File: src/rtl/mcu_block_scheduler.sv
// mcu_block_scheduler: walks the MCUs of one scan in raster order and issues one block
// descriptor at a time to the entropy decoder. Restart-marker handling is built only with RST_INTERVAL_EN.
module mcu_block_scheduler #(
    parameter int DIM_W = 16,
    parameter int RST_W = 16
) (
    input  logic             clk,
    input  logic             rst_n,
    input  logic             start_scan,
    input  logic             abort,
    input  logic [DIM_W-1:0] img_width,
    input  logic [DIM_W-1:0] img_height,
    input  logic [1:0]       num_components,
    input  logic [1:0]       samp_mode,
    input  logic [RST_W-1:0] restart_interval,
    output logic             cmd_valid,
    input  logic             cmd_ready,
    output logic [1:0]       cmd_comp,
    output logic             cmd_qtbl,
    output logic             cmd_htbl,
    output logic [2:0]       cmd_blk_idx,
    output logic [DIM_W-1:0] mcu_x,
    output logic [DIM_W-1:0] mcu_y,
    input  logic             blk_done,
    output logic             dc_pred_clr,
    output logic             rst_expect,
    input  logic             rst_seen,
    output logic             busy,
    output logic             scan_done,
    output logic             cfg_err,
    output logic             proto_err
);
    typedef enum logic [2:0] {
        ST_IDLE, ST_CALC, ST_ISSUE, ST_WAIT_DONE, ST_NEXT, ST_DONE
`ifdef RST_INTERVAL_EN
        , ST_RST_WAIT
`endif
    } state_t;

    state_t           r_state, w_state_nxt;
    logic [DIM_W-1:0] r_w, r_h, r_mcus_x, r_mcus_y, r_mcu_x, r_mcu_y;
    logic             r_h2, r_v2;
    logic [2:0]       r_bpm, r_blk_idx;
    logic             r_dc_clr, r_cfg_err, r_proto_err;
    logic [DIM_W:0]   w_sx, w_sy;
    logic [DIM_W-1:0] w_mcus_x, w_mcus_y;
    logic             w_grid_zero, w_blk_last, w_mcu_last_x, w_mcu_last;
    logic [1:0]       w_comp;
    logic             w_unused;

    // Extra top bit keeps w+15 from overflowing at the maximum dimension.
    assign w_sx = {1'b0, r_w} + (DIM_W+1)'(r_h2 ? 15 : 7);
    assign w_sy = {1'b0, r_h} + (DIM_W+1)'(r_v2 ? 15 : 7);
    assign w_mcus_x = r_h2 ? {3'b000, w_sx[DIM_W:4]} : {2'b00, w_sx[DIM_W:3]};
    assign w_mcus_y = r_v2 ? {3'b000, w_sy[DIM_W:4]} : {2'b00, w_sy[DIM_W:3]};
    assign w_grid_zero  = (w_mcus_x == '0) || (w_mcus_y == '0);
    assign w_blk_last   = (r_blk_idx == r_bpm - 3'd1);
    assign w_mcu_last_x = (r_mcu_x == r_mcus_x - DIM_W'(1));
    assign w_mcu_last   = w_mcu_last_x && (r_mcu_y == r_mcus_y - DIM_W'(1));

`ifdef RST_INTERVAL_EN
    logic [RST_W-1:0] r_rst_int, r_rst_cnt, w_rst_cnt_inc;
    logic             w_rst_hit;
    assign w_rst_cnt_inc = r_rst_cnt + RST_W'(1);
    assign w_rst_hit     = (r_rst_int != '0) && (w_rst_cnt_inc == r_rst_int);
    assign w_unused      = ^{w_sx[2:0], w_sy[2:0]};

    always_ff @(posedge clk) begin
        if (!rst_n) begin
            r_rst_int <= '0;
            r_rst_cnt <= '0;
        end else if (!abort) begin
            if (r_state == ST_IDLE && start_scan) begin
                r_rst_int <= restart_interval;
                r_rst_cnt <= '0;
            end else if (r_state == ST_NEXT) begin
                r_rst_cnt <= w_rst_cnt_inc;
            end else if (r_state == ST_RST_WAIT && rst_seen) begin
                r_rst_cnt <= '0;
            end
        end
    end
`else
    assign w_unused = ^{w_sx[2:0], w_sy[2:0], restart_interval, rst_seen};
`endif

    // Luma blocks come first in every MCU, then one Cb and one Cr.
    always_comb begin
        w_comp = 2'd0;
        case (r_bpm)
            3'd3:    w_comp = r_blk_idx[1:0];
            3'd4:    if (r_blk_idx >= 3'd2) w_comp = r_blk_idx[1:0] - 2'd1;
            3'd6:    if (r_blk_idx >= 3'd4) w_comp = r_blk_idx[1:0] + 2'd1;
            default: w_comp = 2'd0;
        endcase
    end

    always_ff @(posedge clk) begin
        if (!rst_n) r_state <= ST_IDLE;
        else        r_state <= w_state_nxt;
    end

    always_comb begin
        w_state_nxt = r_state;
        if (abort) begin
            w_state_nxt = ST_IDLE;
        end else begin
            case (r_state)
                ST_IDLE:      if (start_scan) w_state_nxt = ST_CALC;
                ST_CALC:      w_state_nxt = w_grid_zero ? ST_DONE : ST_ISSUE;
                ST_ISSUE:     if (cmd_ready) w_state_nxt = ST_WAIT_DONE;
                ST_WAIT_DONE: if (blk_done) w_state_nxt = w_blk_last ? ST_NEXT : ST_ISSUE;
                ST_NEXT: begin
                    if (w_mcu_last)     w_state_nxt = ST_DONE;
`ifdef RST_INTERVAL_EN
                    else if (w_rst_hit) w_state_nxt = ST_RST_WAIT;
`endif
                    else                w_state_nxt = ST_ISSUE;
                end
`ifdef RST_INTERVAL_EN
                ST_RST_WAIT:  if (rst_seen) w_state_nxt = ST_ISSUE;
`endif
                ST_DONE:      w_state_nxt = ST_IDLE;
                default:      w_state_nxt = ST_IDLE;
            endcase
        end
    end

    always_comb begin
        cmd_valid  = (r_state == ST_ISSUE);
        busy       = (r_state != ST_IDLE);
        scan_done  = (r_state == ST_DONE);
`ifdef RST_INTERVAL_EN
        rst_expect = (r_state == ST_RST_WAIT);
`else
        rst_expect = 1'b0;
`endif
    end

    always_ff @(posedge clk) begin
        if (!rst_n) begin
            r_w <= '0; r_h <= '0; r_mcus_x <= '0; r_mcus_y <= '0;
            r_mcu_x <= '0; r_mcu_y <= '0; r_h2 <= 1'b0; r_v2 <= 1'b0;
            r_bpm <= '0; r_blk_idx <= '0;
            r_dc_clr <= 1'b0; r_cfg_err <= 1'b0; r_proto_err <= 1'b0;
        end else begin
            r_dc_clr <= 1'b0;
            if (!abort) begin
                case (r_state)
                    ST_IDLE: if (start_scan) begin
                        r_w         <= img_width;
                        r_h         <= img_height;
                        r_h2        <= (num_components != 2'd1) && (samp_mode == 2'd1 || samp_mode == 2'd2);
                        r_v2        <= (num_components != 2'd1) && (samp_mode == 2'd2);
                        r_bpm       <= (num_components == 2'd1) ? 3'd1 :
                                       (samp_mode == 2'd1)      ? 3'd4 :
                                       (samp_mode == 2'd2)      ? 3'd6 : 3'd3;
                        r_blk_idx   <= '0;
                        r_mcu_x     <= '0;
                        r_mcu_y     <= '0;
                        r_cfg_err   <= 1'b0;
                        r_proto_err <= 1'b0;
                        r_dc_clr    <= 1'b1;
                    end
                    ST_CALC: begin
                        r_mcus_x <= w_mcus_x;
                        r_mcus_y <= w_mcus_y;
                        if (w_grid_zero) r_cfg_err <= 1'b1;
                    end
                    ST_WAIT_DONE: if (blk_done) r_blk_idx <= w_blk_last ? 3'd0 : r_blk_idx + 3'd1;
                    ST_NEXT: if (!w_mcu_last) begin
                        r_mcu_x <= w_mcu_last_x ? '0 : r_mcu_x + DIM_W'(1);
                        if (w_mcu_last_x) r_mcu_y <= r_mcu_y + DIM_W'(1);
                    end
`ifdef RST_INTERVAL_EN
                    ST_RST_WAIT: if (rst_seen) r_dc_clr <= 1'b1;
`endif
                    default: ;
                endcase
                if (blk_done && r_state != ST_WAIT_DONE) r_proto_err <= 1'b1;
            end
        end
    end

    assign cmd_comp    = w_comp;
    assign cmd_qtbl    = (w_comp != 2'd0);
    assign cmd_htbl    = (w_comp != 2'd0);
    assign cmd_blk_idx = r_blk_idx;
    assign mcu_x       = r_mcu_x;
    assign mcu_y       = r_mcu_y;
    assign dc_pred_clr = r_dc_clr;
    assign cfg_err     = r_cfg_err;
    assign proto_err   = r_proto_err;
endmodule

File: config.mk
export PLATFORM = sky130hd
export DESIGN_NAME = mcu_block_scheduler
export DESIGN_NICKNAME = d
export VERILOG_FILES = /design/src/rtl/mcu_block_scheduler.sv
export SDC_FILE = /design/constraint.sdc
export NUM_CORES = 1
export LEC_CHECK = 0
export ABC_AREA = 1
export CAP_MARGIN = 40
export CORE_ASPECT_RATIO = 0.6
export CORE_MARGIN = 4
export CORE_UTILIZATION = 45
export CTS_CLUSTER_DIAMETER = 60
export DETAILED_ROUTE_END_ITERATION = 10
export MAX_ROUTING_LAYER = met4
export PLACE_DENSITY = 0.76
export SLEW_MARGIN = 20
export SYNTH_ARGS = -nofsm -noshare
export SYNTH_HDL_FRONTEND = slang
export SYNTH_SLANG_ARGS = --single-unit
export TNS_END_PERCENT = 30
File: constraint.sdc
create_clock -name clk -period 2.78 [get_ports clk]
set_input_delay 0.417 -clock clk [delete_from_list [all_inputs] [get_ports clk]]
set_output_delay 0.417 -clock clk [all_outputs]
set_load 0.01 [all_outputs]
Yosys cells after proc, flatten, opt, wreduce, memory -nomap -nowiden:

Cells that the tools add are included.

* register bits after elaboration: 110
* input port bits: 59
* word-level logic and storage cells: 111
* output and inout bits: 46

* order comparisons: 2
* reductions and logical operators: 26
* equality and inequality tests: 22
* mux-type cells: 34
* $add $sub $neg: 10
* bitwise logic cells: 3

Operators by type and width (count)
* $mux 16: 5
* $pmux 16 s2: 2
* $mux 3: 12
* $add 16x4->17: 2
* $add 16x1->16 const B: 2
* $eq 16x16->1: 2
* $logic_not 16->1: 2
* $sub 16x1->16 const B: 2
* $mux 14: 2
* $pmux 3 s5: 1
* $eq 3x3->1 const B: 4
* $reduce_and 4->1: 3
* $reduce_bool 2->1: 6
* $ne 2x2->1 const B: 5
* $eq 3x2->1 const B: 3
* $reduce_and 3->1: 3
* $mux 4: 2
* $pmux 2 s3: 1
* $pmux 3 s2: 1
* $mux 1: 5
* $reduce_and 5->1: 1
* $eq 2x1->1 const B: 2
* $logic_and 1x1->1: 4
* $mux 2: 2
* other kinds (19): 23

Longest topological paths before layout:

* depth in word-level cells: 7
* gate-level depth with buffers: 21
* gate-level depth less buffers: 20

Worst setup path after synthesis:

Ideal clock, no wire load.

* path type: flip-flop to output port
* from: register, netlist name r_h2
* to: output cmd_qtbl
* buffers on the path: 3
* stages on the path, launching flop included: 7
* arrival: 1.871 ns
* slack: 0.492 ns
* data required time: 2.363 ns
* cell sequence: dfxtp_1 clkbuf_1 clkbuf_1 nand2_1 o311ai_0 or2_2 buf_4

RTL lines
* to (decl): line 19 `output logic cmd_qtbl,`

Worst setup path in the final report:

* from: register r_bpm[0]
* to: output cmd_qtbl

* cells in the longest elaborated chain, start to end: 3
* elaborated cells between the ends (all ways): 5
* classes of those cells: 3 x eq/ne; 1 x mux; 1 x reduce/logical

Ends and longest elaborated chain
* from (decl): line 43 `logic [2:0] r_bpm, r_blk_idx;`
* from (signal assigned): line 155 `r_bpm <= (num_components == 2'd1) ? 3'd1 :`
* $eq 3x3->1 / $eq 3x2->1 (equally long branches): line 90 `case (r_bpm)`
* $pmux 2 s3 (*): line 90
* $reduce_bool 2->1 (*): line 186 `assign cmd_qtbl = (w_comp != 2'd0);`

Every way passes the cells marked *; elsewhere a longest branch is shown, timed or not.

==> flow_metrics.tcl <==
set metrics [dict create \
    status "completed" \
    ys_types 48 \
    power.internal_w 0.00265 \
    wire_per_inst_um 13.2 \
    async_flop_share_pct 0 \
    antenna_left 0 \
    design.die.area_um2 18300 \
    skew_ps 12.2 \
    wl_met1_mm 9.47 \
    synth_area_leaders "dfxtp_1 29%, nand2_1 16%, nor2_1 8.0%, inv_1 7.4%, nand3_1 7.0%" \
    cts_root_buffer "clkbuf_16" \
    syn2layout_area_growth_pct 19.7 \
    chipHeight_um 106 \
    hpwl_mm 14.6 \
    pwr-share-seq_pct 42.4 \
    fin_crit_ps 2620 \
    ctsHtreeMaxLevel 3 \
    fillers 1570 \
    pwr-share-comb_pct 24.5 \
    place.gp.congestion 0.916 \
    core_um2 15600 \
    std_cell_rows 35 \
    clkPwrFrac_pct 33.1 \
    worst_r2r_endpoint "mcu_y[8]" \
    synth_area_per_cell_um2 6.19 \
    power.density_nw_per_um2 450 \
    drive_gt1_share_pct 7.99 \
    finalHoldViolations 0 \
    reg2reg_slack_ps 230 \
    diodes 0 \
    worstMarginPinSlew_ps 703 \
    layout_setup_ws_ps 156 \
    cts_max_path_buffers 2 \
    wl_met2_mm 8.68 \
    clkTransAtPathRegs_ps 80 \
    post-place-ws_ps 208 \
    syn_inst 1175 \
    place.port_buffers 86 \
    grt_pass1_vias 6902 \
    fin_util_pct 55.8 \
    crit_start "r_bpm[0]" \
    drt-initial-drc-count 643 \
    met3_wirelength_mm 1.20 \
    antenna_found_initial 0 \
    cp.arrival_ps 2210 \
    syn-num-nets 1247 \
    grt.total_usage_pct 21.9 \
    final_max_slew_viol_count 0 \
    setup.worst_path.end_class "output pin" \
    crit_fanout 3 \
    maxCapViolCount 0 \
    final_cell_area_um2 8710 \
    swShare_pct 32.3 \
    power.total_w 0.00392 \
    ir_worst_vdd_mv 0.293 \
    criticalPathCategory "flip-flop to output pin" \
    clock-sinks 105 \
    relSlewSlack_pct 53.1 \
    synth-seq-cells 105 \
    placement.cell_area_um2 8330 \
    yosysTopAreaCell "dfxtp_1" \
    cts_tree "yes" \
    fp.dieW_um 172 \
    cp.required_ps 2360 \
    dr.max_layer_used "met4" \
    cellLeakagePower_nw 3.79 \
    drc 0 \
    overflow 0 \
    r2r-start "r_mcus_x[0]" \
    ys_seq_area_share_pct 28.9 \
    reg2reg_depth 14 \
    synth_area_um2 7270 \
    grt_pass1_wl_mm 32.6 \
    viasPerCell 5.14 \
    io_pins 105 \
    critPathCapture "cmd_qtbl" \
    setup_viol 0 \
    period_share_pct 94.4 \
    fmax_mhz 381 \
    cts_made_buffers 9 \
    first_pass_iters 6 \
    wl_mm 19.4 \
    initial_core_util_pct 46.7 \
    clock_latency_ps 350 \
    startpoint_type "flip-flop" \
    synth_top_cell_area_share_pct 28.9 \
    holdCritPathClass "flip-flop to flip-flop" \
    synth_edf_count 0 \
    worstHoldStart "r_h[1]" \
    cts_hold_buf 0 \
    vias 7538 \
    fin_nets 1331 \
    synth_flop_cell "dfxtp_1" \
    grt_max_degree 47 \
    switchingPower_w 0.00127 \
    ys.warnings.count 0 \
]
==> power groups by stage <==
stage,combinational (W),sequential [W],clock (W)
after floorplan,0.000670,0.00168,0
after global placement,0.000904,0.00169,0
after detailed placement,0.000927,0.00169,0
after CTS,0.000934,0.00166,0.00133
after global routing,0.00110,0.00167,0.00139
final,0.000961,0.00166,0.00130
==> placed cells by master, fill, tap and decap left out, drive strengths merged <==
cell type,Yosys,layout
o21ai,82,82
a221oi,1,1
nor2,169,169
conb,1,1
o221ai,1,1
clkdlybuf4s50,0,85
clkbuf,24,9
a31oi,1,1
bufinv,0,1
buf,10,19
a21oi,54,54
nor4,7,7
and2,4,4
ha,13,13
xor2,34,34
inv,149,150
nand3,106,106
a211oi,4,4
or2,5,5
o211ai,2,2
a22o,6,6
o311ai,1,1
o31ai,2,2
nor3b,3,3
nor4b,1,1
dlymetal6s2s,0,1
clkinv,1,4
clkinvlp,0,2
nand2,331,333
dfxtp,105,105
o21bai,1,1
nand3b,6,6
a22oi,1,1
nor3,17,17
nand4,15,15
xnor2,18,18
==> layer usage <==
metal | track usage, % | vias up
met4 | 3.65 | 0
met5 | - | -
met2 | 33.7 | 224
li1 | - | 3921
met1 | 30.7 | 3382
met3 | 3.72 | 11
==> worst max-delay path, cell delays in order, from the launching register on <==
cell and delay, ps:
dfxtp_1 370, inv_1 90, ha_1 200, ha_1 190, nand2_1 70, o221ai_1 140, or2_2 340, clkdlybuf4s50_1 480
==> cells in the mapped netlist (2+ instances only) <==
master and count:
nand3_4 2, xor2_1 34, nand4_1 15, nor2_4 3, inv_1 143, nor2_1 155
and2_1 4, o21ai_0 74, buf_2 2, buf_8 2, nand2_1 311, xnor2_1 18
nor4_1 7, buf_6 2, nand3_1 102, nor3_1 17, a211oi_1 4, a21oi_2 13
buf_4 2, nand2_2 19, clkbuf_1 24, nand3b_1 6, ha_1 13, buf_1 2
nor2_2 10, inv_2 5, o31ai_1 2, o211ai_1 2, nand3_2 2, or2_2 5
a21oi_1 41, nor3b_1 3, dfxtp_1 105, o21ai_1 7, a22o_1 6
==> through the flow <==
step	hold slack, ps	TNS [ps]	instances
2_1_floorplan	426	0	1175
3_3_place_gp	439	0	1444
3_5_place_dp	446	0	1445
4_1_cts	457	0	1461
5_1_grt	474	-145	1467
6_report	456	0	1467
==> cell type report <==
cell class | count | area (um2) | share of cell area, %
multi-input combinational | 888 | 4480 | 51.5
clock inverter | 7 | 68.8 | 0.790
inverter | 150 | 571 | 6.55
sequential | 105 | 2100 | 24.1
clock buffer | 9 | 225 | 2.59
timing repair buffer | 105 | 1010 | 11.6
tap | 203 | 254 | 2.92
==> worst min-delay path by stage <==
stage	end	depth (start not counted)
floorplan	r_h[0]	2
global placement	cfg_err	2
detailed placement	r_h[0]	2
CTS	r_h[0]	2
global route	r_h[0]	2
finish	r_h[1]	2
==> what timing repair did <==
item	CTS	global route
buffers inserted	0	4
resized for setup	0	8
endpoints found under the setup margin	0	33
==> flip-flops by register name, indices dropped and copies added, names as in the netlist <==
register     flops
mcu_x           16
mcu_y           16
r_h             16
r_w             16
r_mcus_x        14
r_mcus_y        14
cmd_blk_idx      3
r_state          3
r_bpm            2
cfg_err          1
dc_pred_clr      1
proto_err        1
r_h2             1
r_v2             1
==> cell families (layout without fill, tap and decap cells) <==
group | count (synthesis) | in the layout | synth area share [%]
buffers and inverters | 184 | 271 | 10.2
and+or+nand+nor | 664 | 666 | 40.1
adders and majority gates | 13 | 13 | 2.24
DFF | 105 | 105 | 28.9
xor gates and xnor gates | 52 | 52 | 6.26
other | 1 | 1 | 0.0516
AOI/OAI and AO/OA | 156 | 156 | 12.3
(Power assumes the default switching activity.)
